`config.mk`:
```
export PLATFORM = sky130hd
export DESIGN_NAME = oneshot_readout
export DESIGN_NICKNAME = d
export VERILOG_FILES = /design/src/rtl/oneshot_readout.sv
export SDC_FILE = /design/constraint.sdc
export NUM_CORES = 1
export LEC_CHECK = 0
export ABC_AREA = 1
export CORE_AREA = 4 4 136 164
export DETAILED_ROUTE_END_ITERATION = 12
export DIE_AREA = 0 0 140 168
export DONT_BUFFER_PORTS = 1
export HOLD_SLACK_MARGIN = 0.06
export PLACE_DENSITY = 0.54
export SYNTH_ARGS = -nofsm -noshare
export SYNTH_HDL_FRONTEND = slang
export SYNTH_SLANG_ARGS = --single-unit
```
`constraint.sdc`:
```
create_clock -name clk -period 4.5 [get_ports clk]
set_input_delay 0.45 -clock clk [delete_from_list [all_inputs] [get_ports clk]]
set_output_delay 0.45 -clock clk [all_outputs]
set_load 0.01 [all_outputs]
```
`src/rtl/oneshot_readout.sv`:
```
// oneshot_readout: reads words 0..last_addr from the one-shot ADC snapshot
// memory and serialises each word into a lane-per-beat valid/ready stream.
// Lane k of a word is mem_rdata[k*LANE_W +: LANE_W]; out_last marks the
// final lane of the final word.
module oneshot_readout #(
    parameter  int N_LANES    = 18,
    parameter  int LANE_W     = 8,
    parameter  int ADDR_W     = 10,
    localparam int LANE_IDX_W = (N_LANES > 1) ? $clog2(N_LANES) : 1
) (
    input  logic                        clk,
    input  logic                        rst,
    input  logic                        start,
    input  logic                        abort,
    input  logic [ADDR_W-1:0]           last_addr,
    output logic                        mem_en,
    output logic [ADDR_W-1:0]           mem_addr,
    input  logic [N_LANES*LANE_W-1:0]   mem_rdata,
    output logic                        out_valid,
    input  logic                        out_ready,
    output logic [LANE_W-1:0]           out_data,
    output logic [LANE_IDX_W-1:0]       out_lane,
    output logic                        out_last,
    output logic                        busy,
    output logic                        done
);

    localparam logic [LANE_IDX_W-1:0] LAST_LANE = LANE_IDX_W'(N_LANES - 1);

    typedef enum logic [1:0] {
        IDLE,
        REQ,
        LOAD,
        SEND
    } state_t;

    state_t                      state_q, state_d;
    logic [ADDR_W-1:0]           addr_q, addr_d;
    logic [ADDR_W-1:0]           lim_q, lim_d;
    logic [LANE_IDX_W-1:0]       lane_q, lane_d;
    logic [N_LANES*LANE_W-1:0]   shift_q, shift_d;
    logic [LANE_W-1:0]           out_data_q, out_data_d;
    logic                        mem_en_q, mem_en_d;
    logic [ADDR_W-1:0]           mem_addr_q, mem_addr_d;
    logic                        out_valid_q, out_valid_d;
    logic                        out_last_q, out_last_d;
    logic                        busy_q, busy_d;
    logic                        done_q, done_d;
    logic                        consume;

    // Next-state and next-output logic; every output is derived from the next state so it is registered.
    always_comb begin
        // NOTE: every _d gets a default before any branch so no path leaves one unassigned and no latch is inferred.
        state_d    = state_q;
        addr_d     = addr_q;
        lim_d      = lim_q;
        lane_d     = lane_q;
        shift_d    = shift_q;
        out_data_d = out_data_q;
        done_d     = done_q;
        consume    = out_valid_q && out_ready;

        if (abort) begin
            // Abort overrides start and any consumed beat; the word in flight is dropped.
            state_d = IDLE;
        end else begin
            unique case (state_q)
                IDLE: begin
                    if (start) begin
                        lim_d   = last_addr;
                        addr_d  = '0;
                        done_d  = 1'b0;
                        state_d = REQ;
                    end
                end
                REQ: begin
                    state_d = LOAD;
                end
                LOAD: begin
                    // Lane 0 goes straight to the output; the rest wait in shift_q, lowest lane at the bottom.
                    out_data_d = mem_rdata[LANE_W-1:0];
                    shift_d    = mem_rdata >> LANE_W;
                    lane_d     = '0;
                    state_d    = SEND;
                end
                SEND: begin
                    if (consume) begin
                        if (lane_q != LAST_LANE) begin
                            lane_d     = lane_q + 1'b1;
                            out_data_d = shift_q[LANE_W-1:0];
                            shift_d    = shift_q >> LANE_W;
                        end else if (addr_q == lim_q) begin
                            // Compare before incrementing so a full-memory read never wraps addr_q.
                            state_d = IDLE;
                            done_d  = 1'b1;
                        end else begin
                            addr_d  = addr_q + 1'b1;
                            state_d = REQ;
                        end
                    end
                end
                default: state_d = IDLE;
            endcase
        end

        mem_en_d    = (state_d == REQ);
        mem_addr_d  = (state_d == REQ) ? addr_d : mem_addr_q;
        out_valid_d = (state_d == SEND);
        out_last_d  = (state_d == SEND) && (lane_d == LAST_LANE) && (addr_d == lim_d);
        busy_d      = (state_d != IDLE);
    end

    // State and output registers with synchronous reset that overrides all inputs.
    always_ff @(posedge clk) begin
        // NOTE: non-blocking assignments so every flop samples the pre-edge values computed above.
        if (rst) begin
            state_q     <= IDLE;
            addr_q      <= '0;
            lim_q       <= '0;
            lane_q      <= '0;
            shift_q     <= '0;
            out_data_q  <= '0;
            mem_en_q    <= 1'b0;
            mem_addr_q  <= '0;
            out_valid_q <= 1'b0;
            out_last_q  <= 1'b0;
            busy_q      <= 1'b0;
            done_q      <= 1'b0;
        end else begin
            state_q     <= state_d;
            addr_q      <= addr_d;
            lim_q       <= lim_d;
            lane_q      <= lane_d;
            shift_q     <= shift_d;
            out_data_q  <= out_data_d;
            mem_en_q    <= mem_en_d;
            mem_addr_q  <= mem_addr_d;
            out_valid_q <= out_valid_d;
            out_last_q  <= out_last_d;
            busy_q      <= busy_d;
            done_q      <= done_d;
        end
    end

    assign mem_en    = mem_en_q;
    assign mem_addr  = mem_addr_q;
    assign out_valid = out_valid_q;
    assign out_data  = out_data_q;
    assign out_lane  = lane_q;
    assign out_last  = out_last_q;
    assign busy      = busy_q;
    assign done      = done_q;

endmodule

```
* Word level (Yosys, flattened, before mapping) *
Index checks and enable logic that the tools add are counted.

word-level totals
  register bits = 194
  input bits = 159
  output and inout port bits = 28
  logic and storage cells = 68

cells by class
  add/subtract/negate cells = 2
  equality and inequality tests = 14
  muxes and demuxes = 30
  bitwise gates (word level) = 1
  reductions and logical operators = 9

operator list
  kind                                                                   number
  144-bit 2-to-1 mux                                                     2
  144-bit one-hot mux with 2 select lines                                1
  10-bit 2-to-1 mux                                                      8
  10-bit equality test                                                   2
  10-bit one-hot mux with 2 select lines                                 1
  8-bit 2-to-1 mux                                                       2
  8-bit one-hot mux with 2 select lines                                  1
  5-bit 2-to-1 mux                                                       3
  10-bit by 1-bit adder with 10-bit output, second input constant        1
  2-bit != test, second input constant                                   5
  5-bit one-hot mux with 2 select lines                                  1
  2-bit 2-to-1 mux                                                       4
  2-bit one-hot mux with 4 select lines                                  1
  2-bit equality test, second input constant                             3
  6-bit AND reduction                                                    1
  2-bit nonzero test                                                     3
  5-bit by 1-bit adder with 5-bit output, second input constant          1
  5-bit equality test, second input constant                             1
  1-bit 2-to-1 mux                                                       5
  5-bit != test, second input constant                                   1
  2-bit by 1-bit equality test with 1-bit output, second input constant  2
  4-bit AND reduction                                                    1
  1-bit logical AND                                                      3
  2-bit zero test                                                        1
  2 further kinds                                                        2

* Logic depth before layout (Yosys ltp) *
Gate-level depths: netlist of run 1.

  depth in word-level cells = 9
  depth in mapped cells = 19
  depth with buffers taken out = 18

* Least setup slack after synthesis of run 1 *
OpenSTA, ideal clock, no wires.

  kind = flip-flop to flip-flop
  from = register lane_q[1] (netlist: out_lane[1])
  to = register out_last_q (netlist: out_last)
  library setup time = 0.064 ns
  arrival time = 1.763 ns
  required time = 4.436 ns
  setup slack = 2.673 ns
  stages on the path, launching flop included = 18
  path buffers = 0
  period minus slack after synthesis = 1.827 ns
  cells stage by stage = dfxtp_1 > inv_1 > ha_1 > nand2_1 > inv_2 > nand3_1 > nand3_2 > nand2_1 > nand2_1 > nor2_1 > nand2_1 > nor2_1 > nand4_1 > nor2_1 > nand2_1 > nor2_1 > nand3_1 > nor2_1

between the ends
  cells in the longest elaborated chain, start to end = 8
  elaborated cells between the ends (all ways) = 19
  those cells by class = add/sub (1); eq/ne (4); mux (12); reduce/logical (2)

RTL lines
  element                                                                                         RTL line  source
  start, declared                                                                                 40        logic [LANE_IDX_W-1:0] lane_q, lane_d;
  start signal, assigned                                                                          133       lane_q <= lane_d;
  5-bit by 1-bit adder with 5-bit output or 5-bit != test (tied branches)                         89, 88
  5-bit 2-to-1 mux or 2-bit 2-to-1 mux (tied branches)                                            88        if (lane_q != LAST_LANE) begin
  5-bit 2-to-1 mux or 2-bit 2-to-1 mux (tied branches)                                            87        if (consume) begin
  5-bit one-hot mux with 2 select lines or 2-bit one-hot mux with 4 select lines (tied branches)  67        unique case (state_q)
  5-bit 2-to-1 mux or 2-bit 2-to-1 mux (tied branches)                                            63        if (abort) begin
  5-bit equality test or 2-bit equality test (tied branches)                                      109       out_last_d = (state_d == SEND) && (lane_d == LAST_LANE) && (addr_d == lim_d);
  1-bit logical AND                                                                               109
  1-bit logical AND (*)                                                                           109
  end signal, assigned                                                                            139       out_last_q <= out_last_d;
  end, declared                                                                                   46        logic out_last_q, out_last_d;

Mark *: on every way between the ends. The rest lies on a longest branch, timed or not.
A chain may end at the register's enable or synchronous reset.

* Worst setup path after layout of run 1 *
  from = register state_q[1]
  to = register shift_q[19]

between the ends
  cells in the longest elaborated chain, start to end = 3
  elaborated cells between the ends (all ways) = 7
  those cells by class = eq/ne (4); mux (1); reduce/logical (2)

RTL lines
  element                                                        RTL line  source
  start, declared                                                37        state_t state_q, state_d;
  start signal, assigned                                         130       state_q <= state_d;
  2-bit equality test                                            67
  2-bit != test (no line) or 2-bit nonzero test (tied branches)  --
  4-bit AND reduction (no line)                                  --
  end signal, assigned                                           134       shift_q <= shift_d;
  end, declared                                                  41        logic [N_LANES*LANE_W-1:0] shift_q, shift_d;

Parallel ways exist; a longest one is shown, timed or not.

==> metrics.yaml, run 1 <==
status: "completed"
grt_overflow: 0
cts_sinks: 186
rr_startpoint: "state_q[1]"
chipWidth_um: 140
synth_area_um2: 8420
finalSetupTns_ns: 0
die_area_um2: 23500
vias: 7530
slowest_delay_ns: 0.62
die-height_um: 168
grt_first_pass_wirelength_um: 36400
ys_seq_elements: 186
final_util: 0.437
cts_max_path_buffers: 2
synth.area.top_cells: "dfxtp_1, nand2_1, a31oi_1"
finClkSkew_ns: 0.0114
yosysTopAreaCell: "dfxtp_1"
final_common_cell: "nand2_1"
rows: 58
post_cts_buffers: 0
grt_pass1_vias: 7101
cts.clk_slew.worst_paths_ns: 0.07
powerDensity_nw_per_um2: 381
start_kind: "flop"
io_pins: 187
insertion_delay_ns: 0.43
antenna_found_initial: 0
rsz0062_at_grt: "no"
ctsResizeCount: 0
ant_nets: 0
numPlacedInstances: 1393
path_cells: "ha_4, nor2_1, nor2_4, nand3_2, inv_6, buf_12, o21ai_0, a31oi_1"
grt_max_degree: 133
ys_seq_area_frac: 0.442
final_cell_mix: "nand2_1, dfxtp_1, o21ai_0, a31oi_1, nor2_1"
finalHoldViolCount: 0
hold_path.class: "in2reg"
min_period_ns: 3.24
drt_iter0_drc: 478
finalCritPeriodShare: 0.719
cts_tree: "yes"
drc: 0
post_drt_wl_per_cell_um: 16.1
fin_nets: 1307
place.detailed.hpwl_um: 15800
slew_headroom: 0.372
htree_levels: 4
firstDrtPassIters: 6
routabilityCongestion: 0.863
ir_drop_v: 0.000244
worstSetupPathType: "reg2reg"
hold_buffers: 0
final_layout_size_suffix_gt1_frac: 0.0668
cp_num_buf_inv: 2
antenna_cells: 0
startpoint: "state_q[1]"
setup_viol: 0
initial_core_util: 0.406
cp_max_fo: 132
portBuffers: 0
worst_hold_startpoint: "rst"
finalMaxSlewViolations: 0
cpMaxStageDelayCell: "inv_6"
syn_inst: 1204
synth_top_area_frac: 0.442
worst_pin_slew_ns: 0.943
yosysWarnings: 0
timing.critical_path.to_type: "flop"
cts_buffers: 17
stdcell_count: 1423
synth_area_per_cell_um2: 6.99
cts_root_buffer: "clkbuf_16"
cp.required_ns: 4.85
critPathArrivalTime_ns: 3.58
synth_cell_types: 32
max_cap_violations: 0
drt_wl_total_um: 22900
synthesis.nets: 1369
leakage_uw: 0.00368
vias_per_cell: 5.29
max_freq_ghz: 0.309
critical_path.top_delay_family: "buffers and inverters"
core_area_um2: 20800
syn_to_final_growth_pct: 7.77
grtUsageTotal: 0.189
## area by class of cell
type	instances	area, um2
Clock inverter	11	134
Sequential cell	186	3720
Clock buffer	19	453
Timing Repair Buffer	9	80.1
Multi-Input combinational cell	864	4100
Tap cell	270	338
Fill cell	2241	11700
Inverter	64	249
## through the flow
step	total power (uW)	setup WS [ns]	hold slack, ns	area (um2)
3_5_place_dp	1980	1.25	0.452	8490
2_1_floorplan	1940	2.67	0.441	8420
4_1_cts	3500	1.25	0.0694	9070
5_1_grt	3600	0.834	0.0705	9070
6_report	3460	1.26	0.0938	9070
3_3_place_gp	1980	1.32	0.453	8490
## logic make-up after synthesis
logic type      count (synthesis)  share of synthesized area
flops                         186                      0.442
xor+xnor                        1                    0.00104
simple gates                  530                      0.258
buf+inv                       154                     0.0727
compound gates                327                      0.217
fa+ha+maj                       6                    0.00892
## routing by layer
layer | routed length [um] | track usage | part of all wire | vias up
li1 | - | - | - | 3903
met1 | 10100 | 0.234 | 0.44 | 3398
met2 | 10600 | 0.312 | 0.46 | 191
met3 | 1600 | 0.0520 | 0.070 | 38
met4 | 658 | 0.0775 | 0.029 | 0
met5 | 0 | 0 | 0 | -
## power breakdown
part           switching (uW)  leakage, uW  total (uW)  internal (uW)
combinational             141      0.00189         212           71.6
sequential               33.2      0.00151        1730           1690
clock                     664     0.000287        1520            853
total                     837      0.00368        3460           2620
## path summary, 6_finish.rpt
kind	endpoint	slack (ns)	cells past startpoint
min	mem_en	0.09	1
max	shift_q[19]	1.26	8
min reg2reg	shift_q[135]	0.46	2
max reg2reg	shift_q[19]	1.26	8
## Yosys cell counts
cell / count
buf_4: 2
ha_1: 6
inv_2: 11
nand2_4: 1
buf_1: 1
o211ai_1: 1
a21oi_1: 21
nand3_2: 5
nor2_1: 53
nor2_4: 2
o21ai_1: 4
nor3_1: 3
nor2_8: 1
buf_2: 15
and2_1: 2
o21ai_2: 1
clkinv_1: 1
a31oi_2: 1
nand2_2: 4
nand3_1: 40
inv_1: 52
nor2_2: 7
a31oi_1: 138
xnor2_1: 1
nand4_1: 8
a221oi_1: 1
nor3_2: 1
clkbuf_1: 71
o21ai_0: 160
buf_6: 1
dfxtp_1: 186
nand2_1: 403
## registers in the layout (all words and copies together) (netlist names)
signal,flops
shift_q,136
addr_q,10
lim_q,10
mem_addr,10
out_data,8
out_lane,5
state_q,2
busy,1
done,1
mem_en,1
out_last,1
out_valid,1
Note: power is estimated with default switching activity, not from simulation.
==> inputs of run 2 (changes only) <==
==> constraint.sdc (replaced) <==
create_clock -name clk -period 3.3 [get_ports clk]
set_input_delay 0.33 -clock clk [delete_from_list [all_inputs] [get_ports clk]]
set_output_delay 0.33 -clock clk [all_outputs]
set_load 0.01 [all_outputs]
==> metrics.yaml, run 2 (synthesis results as in run 1) <==
max_cap_violations: 0  # unchanged
antenna_found_initial: 0  # unchanged
final_common_cell: "nand2_1"
nFillCells: 2143  # -4.4%
timing.critical_path.to_type: "flop"
drt_wl_total_um: 23800  # +3.7%
post_cts_buffers: 0  # unchanged
rows: 58  # unchanged
worst-path-stages: 16  # +8
path_cells: "ha_4, buf_4, inv_4, nor2_1, nand3_1, nand2_1, nand2_1, nor2_1, nand2_1, nor2_1, nand4_1, nor2_1, nand2_1, nor2_1, nand3_1, nor2_1"
regMostFlops: "shift_q"
routabilityCongestion: 0.840  # -2.7%
start_kind: "flop"
core_area_um2: 20800  # unchanged
cts_tree: "yes"
wl_met2_um: 11600  # +9.4%
final_cell_mix: "nand2_1, dfxtp_1, o21ai_0, a31oi_1, dlygate4sd3_1"
grt_pass1_vias: 7606  # +7.1%
cts_buffers: 17  # unchanged
cts.clk_slew.worst_paths_ns: 0.08  # about the same
slowest_delay_ns: 0.46  # -0.16 ns
firstDrtPassIters: 5  # -1
critPathArrivalTime_ns: 2.91  # -0.67 ns
highest_layer: "met4"
grt_first_pass_wirelength_um: 38600  # +6.0%
cts_max_path_buffers: 2  # unchanged
leakage_uw: 0.00411  # +12%
antenna_cells: 0  # unchanged
worstSetupPathType: "reg2reg"
numPlacedInstances: 1394  # +0.072%
syn_to_final_growth_pct: 20.1
cp_num_buf_inv: 2  # unchanged
die-height_um: 168  # unchanged
critical_path.top_delay_family: "simple AND/OR/NAND/NOR gates"
powerDensity_nw_per_um2: 468  # +23%
multi_input_area_um2: 4100  # unchanged
chipWidth_um: 140  # unchanged
cts_root_buffer: "clkbuf_16"
r2r_cells: 16  # +8
insertion_delay_ns: 0.44  # about the same
portBuffers: 0  # unchanged
die_area_um2: 23500  # unchanged
cp_max_fo: 53  # -60%
final_layout_size_suffix_gt1_frac: 0.0636  # -0.00319
stdcell_count: 1528  # +7.4%
vias: 7962  # +5.7%
status: "completed"
drt_iter0_drc: 561  # +17%
hold_path.class: "in2reg"
regArea_um2: 3720  # unchanged
grt_overflow: 0  # unchanged
finalSetupTns_ns: 0  # unchanged
grtUsageTotal: 0.198  # +0.00876
initial_core_util: 0.406  # unchanged
ctsResizeCount: 0  # unchanged
min_period_ns: 2.52  # -0.712 ns
hold_buffers: 101  # +101
vias_per_cell: 5.21  # -1.5%
drc: 0  # unchanged
cpMaxStageDelayCell: "buf_4"
finalHoldViolCount: 0  # unchanged
post_drt_wl_per_cell_um: 15.5  # -3.4%
cp.required_ns: 3.68  # -1.17 ns
place.detailed.hpwl_um: 15800  # about the same
htree_levels: 4  # unchanged
worst_pin_slew_ns: 0.916  # -0.0265 ns
finClkSkew_ns: 0.0153  # +0.00399 ns
ant_nets: 0  # unchanged
finalMaxSlewViolations: 0  # unchanged
holdPathStages: 2  # +1
largest_register_ffs: 136  # unchanged
fin_nets: 1410  # +7.9%
routedLengthMet1_um: 10300  # +2.4%
max_freq_ghz: 0.396  # +28%
cts_sinks: 186  # unchanged
finalCritPeriodShare: 0.765  # +0.0456
crit_path_frequent_cell: "nor2_1"
setup_viol: 0  # unchanged
rsz0062_at_grt: "no"
slew_headroom: 0.389  # +0.0177
io_pins: 187  # unchanged
met3_length_um: 1360  # -15%
ir_drop_v: 0.000326  # +34%
grt_max_degree: 100  # -25%
## run 2: cell type report
cell class / instances / area share
timing repair buffer: 112 / 0.113
inverter: 64 / 0.0246
tap: 270 / 0.0334
sequential: 186 / 0.368
multi-input combinational: 864 / 0.405
clock buffer: 18 / 0.0424
clock inverter: 14 / 0.0132
## run 2: report_power, final
group          switching (uW)  leakage (uW)  internal, uW
sequential               45.7       0.00151          2310
combinational             223       0.00233           180
clock                     974      0.000268          1000
## run 2: worst register-to-register path, delay by kind of cell, from the launching register on
kind,cells,cell delay [ns]
fa+ha+maj,1,0.17
simple gates,13,1.31
buf+inv,2,0.58
flops,1,0.42
## run 2: final timing paths
check	start	to	slack, ns
max	state_q[1]	out_last	0.78
max reg2reg	state_q[1]	out_last	0.78
min reg2reg	shift_q[135]	shift_q[135]	0.46
min	mem_rdata[78]	shift_q[70]	0.07
## run 2: layer usage
layer	GRT usage	vias up
met3	0.0429	37
met2	0.338	218
met5	0	-
li1	-	4126
met1	0.246	3581
met4	0.0729	0
## run 2: per-stage QoR
step / power [uW] / util / setup slack [ns] / hold WS [ns] / area, um2
after floorplan: 2640 / - / 1.47 / 0.425 / 8420
after global placement: 2700 / 0.410 / 0.773 / 0.407 / 8520
after detailed placement: 2700 / 0.410 / 0.777 / 0.407 / 8520
after CTS: 4780 / 0.487 / 0.765 / 0.0601 / 10100
after global routing: 4920 / 0.487 / 0.528 / 0.0625 / 10100
final: 4730 / 0.487 / 0.777 / 0.0728 / 10100
==> inputs of run 3 (changes only) <==
--- a/config.mk
+++ b/config.mk
@@ -11,7 +11,7 @@
 export DIE_AREA = 0 0 140 168
 export DONT_BUFFER_PORTS = 1
 export HOLD_SLACK_MARGIN = 0.06
-export PLACE_DENSITY = 0.54
+export PLACE_DENSITY = 0.56
 export SYNTH_ARGS = -nofsm -noshare
 export SYNTH_HDL_FRONTEND = slang
 export SYNTH_SLANG_ARGS = --single-unit
==> constraint.sdc (replaced) <==
create_clock -name clk -period 2.1 [get_ports clk]
set_input_delay 0.21 -clock clk [delete_from_list [all_inputs] [get_ports clk]]
set_output_delay 0.21 -clock clk [all_outputs]
set_load 0.01 [all_outputs]
==> metrics.yaml, run 3 (synthesis results as in run 1) <==
cts_tree: "yes"
firstDrtPassIters: 5  # unchanged
chipWidth_um: 140  # unchanged
finalCritPeriodShare: 0.944  # +0.180
worstSetupPathType: "reg2reg"
cp.required_ns: 2.46  # -1.22 ns
die-height_um: 168  # unchanged
grt_pass1_vias: 8405  # +11%
powerDensity_nw_per_um2: 687  # +47%
cts_max_path_buffers: 2  # unchanged
core_area_um2: 20800  # unchanged
grt_max_degree: 145  # +45%
cts_root_buffer: "clkbuf_16"
fin_nets: 1512  # +7.2%
cpMaxStageDelayCell: "dfxtp_2"
finalHoldViolCount: 0  # unchanged
place.detailed.hpwl_um: 16000  # +1.5%
critPathArrivalTime_ns: 2.34  # -0.57 ns
insertion_delay_ns: 0.44  # about the same
setup_viol: 0  # unchanged
ant_nets: 0  # unchanged
cts.clk_slew.worst_paths_ns: 0.08  # about the same
timing.critical_path.to_type: "flop"
rows: 58  # unchanged
min_period_ns: 1.98  # -0.541 ns
worst_pin_slew_ns: 0.702  # -0.214 ns
final_util: 0.542  # +0.0551
grtUsageTotal: 0.214  # +0.0154
leakage_uw: 0.00464  # +13%
crit_path_frequent_cell: "nand2_1"
portBuffers: 0  # unchanged
finalMaxSlewViolations: 0  # unchanged
cts_sinks: 186  # unchanged
final_layout_size_suffix_gt1_frac: 0.118  # +0.0541
final_cell_mix: "nand2_1, dfxtp_1, dlygate4sd3_1, o21ai_0, a31oi_1"
io_pins: 187  # unchanged
regMostFlops: "shift_q"
ir_drop_v: 0.000544  # +67%
path_cells: "inv_1, ha_1, nand2_1, inv_2, nand3_4, nand2_1, o211ai_1, inv_1, nand2_1, buf_4, nand4_1, nor2_1, nand2_1, nor2_1, nand3_1, nor2_1"
post_drt_wl_per_cell_um: 15.9  # +2.0%
place_area_um2: 8910  # +4.6%
initial_core_util: 0.406  # unchanged
final_common_cell: "nand2_1"
routabilityCongestion: 0.901  # +7.3%
largest_register_ffs: 136  # unchanged
antenna_found_initial: 0  # unchanged
vias: 8537  # +7.2%
drc: 0  # unchanged
slew_headroom: 0.532  # +0.143
slowest_delay_ns: 0.33  # -0.13 ns
cts_buffers: 17  # unchanged
vias_per_cell: 5.24  # +0.57%
htree_levels: 4  # unchanged
syn_to_final_growth_pct: 33.7
max_freq_ghz: 0.504  # +27%
rsz0062_at_grt: "yes"
antenna_cells: 0  # unchanged
start_kind: "flop"
drt_iter0_drc: 708  # +26%
status: "completed"
grt_overflow: 0  # unchanged
cp_max_fo: 4  # -92%
die_area_um2: 23500  # unchanged
drt_wl_total_um: 25800  # +8.7%
hold_path.class: "in2reg"
max_cap_violations: 0  # unchanged
finClkSkew_ns: 0.0260  # +0.0106 ns
fin_area_um2: 11300  # +11%
grt_first_pass_wirelength_um: 41900  # +8.6%
[run 3: final timing paths]
kind	to	cells past startpoint	slack, ns	start
max reg2reg	out_last	16	0.12	out_lane[1]
min reg2reg	shift_q[133]	2	0.47	shift_q[133]
min	out_lane[1]	4	0.07	abort
max	out_last	16	0.12	out_lane[1]
[run 3: routing by layer]
metal | vias to the layer above | global-route usage | share of wire
met5 | - | 0 | 0
met4 | 0 | 0.0687 | 0.022
met3 | 37 | 0.0446 | 0.052
met2 | 242 | 0.376 | 0.50
met1 | 3922 | 0.260 | 0.43
li1 | 4336 | - | -
[run 3: power by group]
part	internal, uW	leakage, uW	switching, uW	total, uW
clock	1690	0.000286	1540	3230
sequential	3630	0.00151	70.0	3700
combinational	397	0.00284	412	809
total	5720	0.00464	2020	7740
[run 3: metrics by stage]
stage                     hold slack [ns]  setup TNS [ns]  setup WS [ns]  instances  power, uW
final                              0.0659               0          0.117       1629       7740
after global routing               0.0734         -0.0645        -0.0503       1629       8050
after global placement              0.286         -0.0570        -0.0570       1435       4280
after CTS                          0.0674               0        0.00334       1618       7770
after detailed placement            0.287         -0.0914        -0.0914       1435       4290
after floorplan                     0.305               0          0.273       1204       4150
[run 3: repair_timing]
action / in CTS / in global routing
pin swaps: 0 / 19
buffers inserted: 0 / 9
endpoints found under the setup margin: 1 / 138
hold endpoints to repair: 177 / 1
gates cloned: 0 / 1
hold buffers: 152 / 1
resized for setup: 2 / 53
[run 3: cell type report]
| class | count | area [um2] |
|---|---|---|
| clock buffer | 18 | 429 |
| sequential | 186 | 3730 |
| clock inverter | 13 | 153 |
| timing repair inverter | 1 | 7.51 |
| timing repair buffer | 213 | 2120 |
| tap | 270 | 338 |
| fill | 1986 | 9500 |
| inverter | 64 | 259 |
| multi-input combinational | 864 | 4220 |
[run 3: critical path, delay by kind of cell, from the launching register on]
kind            cells  cell delay [ns]
simple gates       10             0.90
fa+ha+maj           1             0.16
flops               1             0.33
compound gates      1             0.22
buf+inv             4             0.28
